--- config.mk ---
export PLATFORM = sky130hd
export DESIGN_NAME = note_recorder_flat
export DESIGN_NICKNAME = d
export VERILOG_FILES = /design/src/rtl/note_recorder_pkg.sv /design/src/rtl/note_recorder_if.sv /design/src/rtl/note_buffer.sv /design/src/rtl/note_recorder.sv /design/src/flat_wrapper.sv
export SDC_FILE = /design/constraint.sdc
export NUM_CORES = 1
export LEC_CHECK = 0
export ABC_AREA = 1
export BUFFER_PORTS_ARGS = -buffer_cell sky130_fd_sc_hd__buf_2
export CORE_ASPECT_RATIO = 0.7
export CORE_MARGIN = 2
export CORE_UTILIZATION = 40
export CTS_CLUSTER_SIZE = 24
export DETAILED_ROUTE_END_ITERATION = 8
export PLACE_DENSITY = 0.61
export SLEW_MARGIN = 20
export SYNTH_ARGS = -nofsm -noshare
export SYNTH_HDL_FRONTEND = slang
export SYNTH_SLANG_ARGS = --single-unit
--- constraint.sdc ---
create_clock -name clk -period 2.9 [get_ports clk]
set_clock_uncertainty 0.15 [all_clocks]
set_input_delay 0.29 -clock clk [delete_from_list [all_inputs] [get_ports clk]]
set_output_delay 0.29 -clock clk [all_outputs]
set_load 0.005 [all_outputs]
--- src/rtl/note_recorder_pkg.sv ---
// Shared types and constants for the note recorder block.
// Latency: n/a (declarations only).
// Backpressure: n/a.
// Contents: note field widths, reset defaults, packed note entry, FSM state encoding.
package note_recorder_pkg;

  localparam int OCTAVE_BITS = 3;
  localparam int NOTE_BITS   = 4;
  localparam int LENGTH_BITS = 3;
  localparam int ENTRY_BITS  = OCTAVE_BITS + NOTE_BITS + LENGTH_BITS;

  localparam logic [OCTAVE_BITS-1:0] DEFAULT_OCTAVE = 3'b100;
  localparam logic [NOTE_BITS-1:0]   REST_NOTE      = '0;

  // One buffered note, as captured from the key decoder.
  typedef struct packed {
    logic [OCTAVE_BITS-1:0] octave;
    logic [NOTE_BITS-1:0]   note;
    logic [LENGTH_BITS-1:0] length;
  } note_t;

  typedef enum logic [2:0] {
    ST_IDLE,
    ST_REC,
    ST_PLAY_ISSUE,
    ST_PLAY_BUSY,
    ST_PLAY_DONE
  } state_t;

endpackage

--- src/rtl/note_recorder_if.sv ---
// Note bus between key decoder (writer), recorder and sound generator (reader).
// Latency: n/a (wires only).
// Backpressure: snd_over from the generator gates the next snd_start.
// Ports: hit_* carries decoded notes in, snd_* carries replayed notes out.
interface note_recorder_if;
  import note_recorder_pkg::*;

  logic                   hit_valid;
  logic [OCTAVE_BITS-1:0] hit_octave;
  logic [NOTE_BITS-1:0]   hit_note;
  logic [LENGTH_BITS-1:0] hit_length;

  logic                   snd_over;
  logic                   snd_start;
  logic [OCTAVE_BITS-1:0] snd_octave;
  logic [NOTE_BITS-1:0]   snd_note;
  logic [LENGTH_BITS-1:0] snd_length;

  // Recorder side.
  modport slave (
    input  hit_valid, hit_octave, hit_note, hit_length, snd_over,
    output snd_start, snd_octave, snd_note, snd_length
  );

  // Environment side: decoder plus sound generator.
  modport master (
    output hit_valid, hit_octave, hit_note, hit_length, snd_over,
    input  snd_start, snd_octave, snd_note, snd_length
  );

endinterface

--- src/rtl/note_buffer.sv ---
// Song storage: DEPTH x note_t register array.
// Latency: write lands on the next clk edge; read is combinational.
// Backpressure: none; the caller guards writes against overflow.
// Ports: clk, wr_en/wr_addr/wr_data write port, rd_addr/rd_data read port.
module note_buffer
  import note_recorder_pkg::*;
#(
  parameter int DEPTH    = 64,
  parameter int PTR_BITS = 6
) (
  input  logic                clk,
  input  logic                wr_en,
  input  logic [PTR_BITS-1:0] wr_addr,
  input  note_t               wr_data,
  input  logic [PTR_BITS-1:0] rd_addr,
  output note_t               rd_data
);

  // Contents survive reset on purpose: only the entry count is cleared.
  note_t mem [DEPTH];

  always_ff @(posedge clk) begin
    if (wr_en) begin
      mem[wr_addr] <= wr_data;
    end
  end

  assign rd_data = mem[rd_addr];

endmodule

--- src/rtl/note_recorder.sv ---
// Records decoded notes into a song buffer and replays them to the sound generator.
// Latency: hit stored next cycle; snd_start 2 cycles after snd_over rises between notes.
// Backpressure: replay holds in PLAY_BUSY until the generator reports snd_over.
// Ports: clk/rst_n (sync, active-high), rec/play control pulses, loop level,
//        note bus (bus), status recording/playing/full/count/play_idx/done.
module note_recorder
  import note_recorder_pkg::*;
#(
  parameter int DEPTH    = 64,
  parameter int PTR_BITS = 6
) (
  input  logic                clk,
  input  logic                rst_n,
  input  logic                rec_start,
  input  logic                rec_stop,
  input  logic                play_start,
  input  logic                play_stop,
  input  logic                loop,
  note_recorder_if.slave      bus,
  output logic                recording,
  output logic                playing,
  output logic                full,
  output logic [PTR_BITS:0]   count,
  output logic [PTR_BITS-1:0] play_idx,
  output logic                done
);

  localparam logic [PTR_BITS:0]   CNT_ONE    = (PTR_BITS+1)'(1);
  localparam logic [PTR_BITS:0]   FULL_COUNT = (PTR_BITS+1)'(DEPTH);
  localparam logic [PTR_BITS-1:0] IDX_ONE    = PTR_BITS'(1);

  state_t              state;
  logic                busy_first;
  logic                wr_en;
  logic                last_entry;
  logic [PTR_BITS-1:0] rd_addr;
  note_t               wr_data;
  note_t               rd_data;

  assign full       = (count == FULL_COUNT);
  assign recording  = (state == ST_REC);
  assign playing    = (state == ST_PLAY_ISSUE) || (state == ST_PLAY_BUSY) ||
                      (state == ST_PLAY_DONE);
  assign last_entry = ({1'b0, play_idx} == (count - CNT_ONE));

  // A rec_start in the same cycle restarts the song, so that hit is not kept
  // unless rec_stop (higher priority) cancels the restart.
  assign wr_en   = (state == ST_REC) && bus.hit_valid && !full &&
                   (rec_stop || !rec_start);
  assign wr_data = '{octave: bus.hit_octave, note: bus.hit_note, length: bus.hit_length};

  // Read address is the index about to be issued, so snd_* can be loaded on
  // the same edge that enters PLAY_ISSUE.
  assign rd_addr = (state == ST_PLAY_DONE && !last_entry) ? (play_idx + IDX_ONE) : '0;

  note_buffer #(
    .DEPTH    (DEPTH),
    .PTR_BITS (PTR_BITS)
  ) u_buf (
    .clk     (clk),
    .wr_en   (wr_en),
    .wr_addr (count[PTR_BITS-1:0]),
    .wr_data (wr_data),
    .rd_addr (rd_addr),
    .rd_data (rd_data)
  );

  always_ff @(posedge clk) begin
    if (rst_n) begin
      state          <= ST_IDLE;
      busy_first     <= 1'b0;
      count          <= '0;
      play_idx       <= '0;
      done           <= 1'b0;
      bus.snd_start  <= 1'b0;
      bus.snd_octave <= DEFAULT_OCTAVE;
      bus.snd_note   <= REST_NOTE;
      bus.snd_length <= '0;
    end else begin
      bus.snd_start <= 1'b0;
      done          <= 1'b0;
      if (wr_en) begin
        count <= count + CNT_ONE;
      end

      case (state)
        ST_IDLE: begin
          if (rec_stop || play_stop) begin
            state <= ST_IDLE;
          end else if (rec_start) begin
            count <= '0;
            state <= ST_REC;
          end else if (play_start) begin
            if (count != '0) begin
              play_idx       <= '0;
              bus.snd_start  <= 1'b1;
              bus.snd_octave <= rd_data.octave;
              bus.snd_note   <= rd_data.note;
              bus.snd_length <= rd_data.length;
              state          <= ST_PLAY_ISSUE;
            end else begin
              done <= 1'b1;
            end
          end
        end

        ST_REC: begin
          if (rec_stop) begin
            state <= ST_IDLE;
          end else if (rec_start) begin
            count <= '0;
          end
        end

        ST_PLAY_ISSUE: begin
          if (play_stop) begin
            state <= ST_IDLE;
          end else begin
            busy_first <= 1'b1;
            state      <= ST_PLAY_BUSY;
          end
        end

        ST_PLAY_BUSY: begin
          busy_first <= 1'b0;
          if (play_stop) begin
            state <= ST_IDLE;
          end else if (!busy_first && bus.snd_over) begin
            // First BUSY cycle is skipped: snd_over is still high from the
            // previous note until the generator reacts to snd_start.
            state <= ST_PLAY_DONE;
          end
        end

        ST_PLAY_DONE: begin
          if (play_stop) begin
            state <= ST_IDLE;
          end else if (last_entry && !loop) begin
            done  <= 1'b1;
            state <= ST_IDLE;
          end else begin
            play_idx       <= last_entry ? '0 : (play_idx + IDX_ONE);
            bus.snd_start  <= 1'b1;
            bus.snd_octave <= rd_data.octave;
            bus.snd_note   <= rd_data.note;
            bus.snd_length <= rd_data.length;
            state          <= ST_PLAY_ISSUE;
          end
        end

        default: state <= ST_IDLE;
      endcase
    end
  end

endmodule

--- src/flat_wrapper.sv ---
// flat-port wrapper written by rule: the top's interface ports become plain ports
module note_recorder_flat import note_recorder_pkg::*;
#(
  parameter int DEPTH    = 64,
  parameter int PTR_BITS = 6
)
  (clk, rst_n, rec_start, rec_stop, play_start, play_stop, loop, recording, playing, full, count, play_idx, done, bus_hit_valid, bus_hit_octave, bus_hit_note, bus_hit_length, bus_snd_over, bus_snd_start, bus_snd_octave, bus_snd_note, bus_snd_length);
  note_recorder_if bus_i ();
  input  logic clk;
  input  logic rst_n;
  input  logic rec_start;
  input  logic rec_stop;
  input  logic play_start;
  input  logic play_stop;
  input  logic loop;
  output logic recording;
  output logic playing;
  output logic full;
  output logic [PTR_BITS:0] count;
  output logic [PTR_BITS-1:0] play_idx;
  output logic done;
  input wire logic [$bits(bus_i.hit_valid)-1:0] bus_hit_valid;
  input wire logic [$bits(bus_i.hit_octave)-1:0] bus_hit_octave;
  input wire logic [$bits(bus_i.hit_note)-1:0] bus_hit_note;
  input wire logic [$bits(bus_i.hit_length)-1:0] bus_hit_length;
  input wire logic [$bits(bus_i.snd_over)-1:0] bus_snd_over;
  output wire logic [$bits(bus_i.snd_start)-1:0] bus_snd_start;
  output wire logic [$bits(bus_i.snd_octave)-1:0] bus_snd_octave;
  output wire logic [$bits(bus_i.snd_note)-1:0] bus_snd_note;
  output wire logic [$bits(bus_i.snd_length)-1:0] bus_snd_length;
  assign bus_i.hit_valid = bus_hit_valid;
  assign bus_i.hit_octave = bus_hit_octave;
  assign bus_i.hit_note = bus_hit_note;
  assign bus_i.hit_length = bus_hit_length;
  assign bus_i.snd_over = bus_snd_over;
  assign bus_snd_start = bus_i.snd_start;
  assign bus_snd_octave = bus_i.snd_octave;
  assign bus_snd_note = bus_i.snd_note;
  assign bus_snd_length = bus_i.snd_length;
  note_recorder #(.DEPTH(DEPTH), .PTR_BITS(PTR_BITS)) u_core (.clk(clk), .rst_n(rst_n), .rec_start(rec_start), .rec_stop(rec_stop), .play_start(play_start), .play_stop(play_stop), .loop(loop), .bus(bus_i), .recording(recording), .playing(playing), .full(full), .count(count), .play_idx(play_idx), .done(done));
endmodule
==> implementation parameters <==
Parameter                              Value

Run status
  Status ... finished with violations
  Violated checks ... negative setup slack

Clock tree
  CTS sink cnt ... 669
  Insertion delay of the later-clocked pin in the worst-skew pair ... 0.65 ns
  Number of buffers between clock root and the deepest sink ... 3
  TritonCTS buffer count ... 60
  H-tree depth ... 2
  Clock edge transition at the registers on the reported setup and hold paths ... 0.07 ns
  CTS Root Buffer Type ... sky130_fd_sc_hd__clkbuf_16
  TritonCTS clock tree ... yes

GRT
  First-pass GRT wire length ... 133,000 µm
  Fraction of met3 tracks used by global routing ... 0.0418
  Global-route met2 utilization ... 0.350
  Overflow left after global routing ... 0
  GR Util met1 ... 0.346
  Largest net degree at the start of global routing ... 81
  Initial antenna violation count ... 1
  GRT Overall Usage ... 0.231
  Vias in the first global route ... 20,769
  Layer carrying the most global-route usage ... met2

Finish
  Filler cells ... 6,415
  Number of antenna repair diodes ... 0
  Non-filler instance count after layout ... 4,098
  Share of layout cells above drive strength 1 ... 0.210
  Post-layout net count ... 3,093
  Signed area change from the synthesized netlist to the final layout ... 24.2%
  Area taken by flip-flops and latches ... 0.0198 mm²
  Area used by multi-input combinational logic ... 0.00872 mm²
  Final core utilization ... 0.503

Timing
  Setup repair after global routing missed its margin ... true
  Number of hold violations in the final report ... 0
  Minimum setup slack in the final design ... -0.188 ns
  Transition time at the pin with the least slew margin ... 0.999 ns
  Fmax achieved ... 324 MHz
  Post-Route Hold Slack ... 0.0298 ns
  # setup viols final ... 10
  Worst max-slew margin expressed relative to the limit ... 0.334
  Ratio of final minimum period to clock period ... 1.06
  Final critical delay including setup and external delays ... 3.09 ns
  Total count of max-transition violations in the final report ... 0

Critical path
  Class of the most critical setup path ... flop to flop
  Sum of buffers and inverters on the critical path ... 5
  Nature of the critical path endpoint ... flop
  Required @ worst endpoint ... 3.35 ns
  Largest incremental delay on the critical path ... 0.34 ns
  Critical-path cell list ... inv_2, ha_4, nor2_2, nor2_2, nand2_1, nor2_2, nand2_1, nor2_1, buf_4, nand2_8, nand3_4, buf_4, buf_8, clkbuf_16, nand3_1, nand3_1, nand3_1, nand2_2, nand2_1, nand3_1
  CP max FO ... 10
  Startpoint types ... flop
  Endpoint arrival time on the critical path ... 3.54 ns
  Worst-path cell with the longest stage delay ... sky130_fd_sc_hd__dfxtp_2
  Critical path origin ... u_core.count[0]
  Startpoint of the worst register-to-register path ... u_core.count[0]
  Most common cell on crit path ... sky130_fd_sc_hd__nand3_1
  Worst path top cell family by delay ... simple AND/OR/NAND/NOR gates

Pwr
  Combinational power share ... 0.019
  Sequential share of power ... 0.555
  Peak supply drop ... 0.539 mV
  Power Dens Cells ... 515 mW/mm²
  Share of power burned in the clock network ... 0.426
  Total chip power ... 0.0191 W
  Total net switching power ... 0.00393 W
  Reported leakage power ... 14.7 nW
  Internal power of the cells ... 0.0151 W
  Net switching share of the total power ... 0.206

Place
  Routability Congestion ... 0.940
  Placed cell count ... 3,916
  DP Worst Slack ... -0.439 ns
  Detailed placer's ending HPWL ... 54,700 µm
  Total of buffers placed on input and output ports ... 46

Floorplan
  Core outline area ... 0.0735 mm²
  Die area ... 0.0767 mm²
  Initial Util ... 0.405
  IO Pins ... 47
  Die outline width ... 330 µm
  Die Y ... 232 µm
  Number of rows in the core area ... 83

Yosys
  Main flop type after synthesis ... sky130_fd_sc_hd__edfxtp_1
  Cells taking the most area after synthesis ... sky130_fd_sc_hd__edfxtp_1, sky130_fd_sc_hd__nand3_1, sky130_fd_sc_hd__inv_1, sky130_fd_sc_hd__nand2_1, sky130_fd_sc_hd__nand3b_1
  Leading cell type by number of instances after synthesis ... sky130_fd_sc_hd__nand3_1
  Count of cell types in the netlist ... 34
  YS warnings ... 0
  Count of state elements after synthesis ... 669
  Most frequent cells after synthesis ... sky130_fd_sc_hd__nand3_1, sky130_fd_sc_hd__edfxtp_1, sky130_fd_sc_hd__inv_1
  Gate Count Post-Synth ... 2,819
  Netlist area before placement ... 0.0298 mm²
  Number of enable flip-flop cells after synthesis ... 640
  Post-synthesis async set-or-reset flop share ... 0
  Sequential fraction of the synthesis area ... 0.665
  Fraction of post-synthesis cell area in the top cell type by area ... 0.645
  Post-synthesis cell type with the largest combined area ... sky130_fd_sc_hd__edfxtp_1
  Number of nets in the synthesized netlist ... 2,842
  Avg Synthesized Cell Area ... 10.6 µm²

Route
  Pre-Repair DR Iteration Count ... 5
  DR vias/cell ... 5.44
  Number of remaining DRC errors ... 0
  Detailed Route Iter0 Violations ... 3,033
  Post-route ant nets ... 0
  Vias after detailed routing ... 22,290
  Routed len/inst ... 22.7 µm
  Total length of routed wires ... 92,900 µm

Min path
  Worst hold path type ... input port to flop
  Origin of the worst min-delay path ... bus_hit_note[2]

Job
  Max-cap violation count ... 0
-- routing by layer --
layer	part of all wire	wire, µm	vias to the layer above
met3	0.12	10900	154
li1	-	-	10067
met1	0.42	39200	10811
met5	0.00014	13	-
met4	0.020	1870	2
met2	0.44	41000	1256
-- worst register-to-register path, delay by kind of cell, from the launching register on --
kind	cells	cell delay [ns]
fa+ha+maj	1	0.28
simple gates	14	1.56
buf+inv	5	0.74
flops	1	0.34
-- power groups by stage --
stage / Clock, W / Sequential [W] / Combinational, W
floorplan: 0 / 0.0108 / 0.0000577
global placement: 0 / 0.0108 / 0.000325
detailed placement: 0 / 0.0108 / 0.000332
CTS: 0.00820 / 0.0106 / 0.000352
global route: 0.00858 / 0.0106 / 0.000383
finish: 0.00811 / 0.0106 / 0.000366
-- state kept, by name, summed over array words and instances, names as in the netlist --
| signal | cells |
|---|---|
| u_core.done | 1 |
| u_core.bus.snd_start | 1 |
| u_core.count | 7 |
| u_core.bus.snd_note | 4 |
| u_core.bus.snd_octave | 3 |
| u_core.bus.snd_length | 3 |
| u_core.busy_first | 1 |
| u_core.play_idx | 6 |
| u_core.state | 3 |
| u_core.u_buf.mem | 640 |
-- cell families after synthesis --
logic type	synth area share
flops	0.665
buf+inv	0.0801
fa+ha+maj	0.00168
compound gates	0.0108
simple gates	0.241
xor+xnor	0.00206
-- what timing repair did --
item | in CTS | in global routing
hold endpoints to repair | 52 | 0
gates resized for setup | 131 | 124
setup buffers | 12 | 19
cloned | 4 | 21
setup endpoints to repair | 11 | 28
hold buffers | 17 | 0
pin swaps | 30 | 56
-- final cells by class --
type | instances | share of cell area
multi-input combinational | 1573 | 0.236
clock inverter | 36 | 0.00923
tap | 977 | 0.0330
sequential | 669 | 0.535
clock buffer | 77 | 0.0437
timing repair buffer | 354 | 0.101
inverter | 412 | 0.0418
-- path summary, 6_finish.rpt --
path / end / slack [ns] / cells past startpoint
setup / recovery: u_core.bus.snd_octave[2] / -0.19 / 20
hold / removal: u_core.u_buf.mem[14][5] / 0.03 / 2
setup reg to reg: u_core.bus.snd_octave[2] / -0.19 / 20
hold reg to reg: u_core.busy_first / 0.35 / 2
-- layout by cell type (no fill, tap or decap), types with 9 or more instances in the layout --
cell,n
sky130_fd_sc_hd__edfxtp_1,640
sky130_fd_sc_hd__nand3_1,539
sky130_fd_sc_hd__inv_1,401
sky130_fd_sc_hd__nand2_1,379
sky130_fd_sc_hd__nor2_1,226
sky130_fd_sc_hd__buf_4,198
sky130_fd_sc_hd__nand3b_1,136
sky130_fd_sc_hd__nand3_2,122
sky130_fd_sc_hd__clkbuf_16,78
sky130_fd_sc_hd__buf_12,56
sky130_fd_sc_hd__buf_2,46
sky130_fd_sc_hd__or2_2,33
sky130_fd_sc_hd__dfxtp_1,26
sky130_fd_sc_hd__nand3_4,25
sky130_fd_sc_hd__dlygate4sd3_1,16
sky130_fd_sc_hd__o21ai_0,15
sky130_fd_sc_hd__clkinv_2,13
sky130_fd_sc_hd__clkbuf_1,13
sky130_fd_sc_hd__nor2_2,11
sky130_fd_sc_hd__clkinv_1,11
sky130_fd_sc_hd__buf_6,11
sky130_fd_sc_hd__inv_2,10
sky130_fd_sc_hd__a21oi_1,9
sky130_fd_sc_hd__o211ai_1,9
-- per-stage QoR --
| step | instance area, µm² | TNS (ns) |
|---|---|---|
| 6_report | 37000 | -1.43 |
| 5_1_grt | 37000 | -2.82 |
| 4_1_cts | 35800 | -0.880 |
| 3_5_place_dp | 32800 | -3.45 |
| 3_3_place_gp | 32800 | -3.34 |
| 2_1_floorplan | 29800 | 0 |
Power figures use the tool's default switching activity.
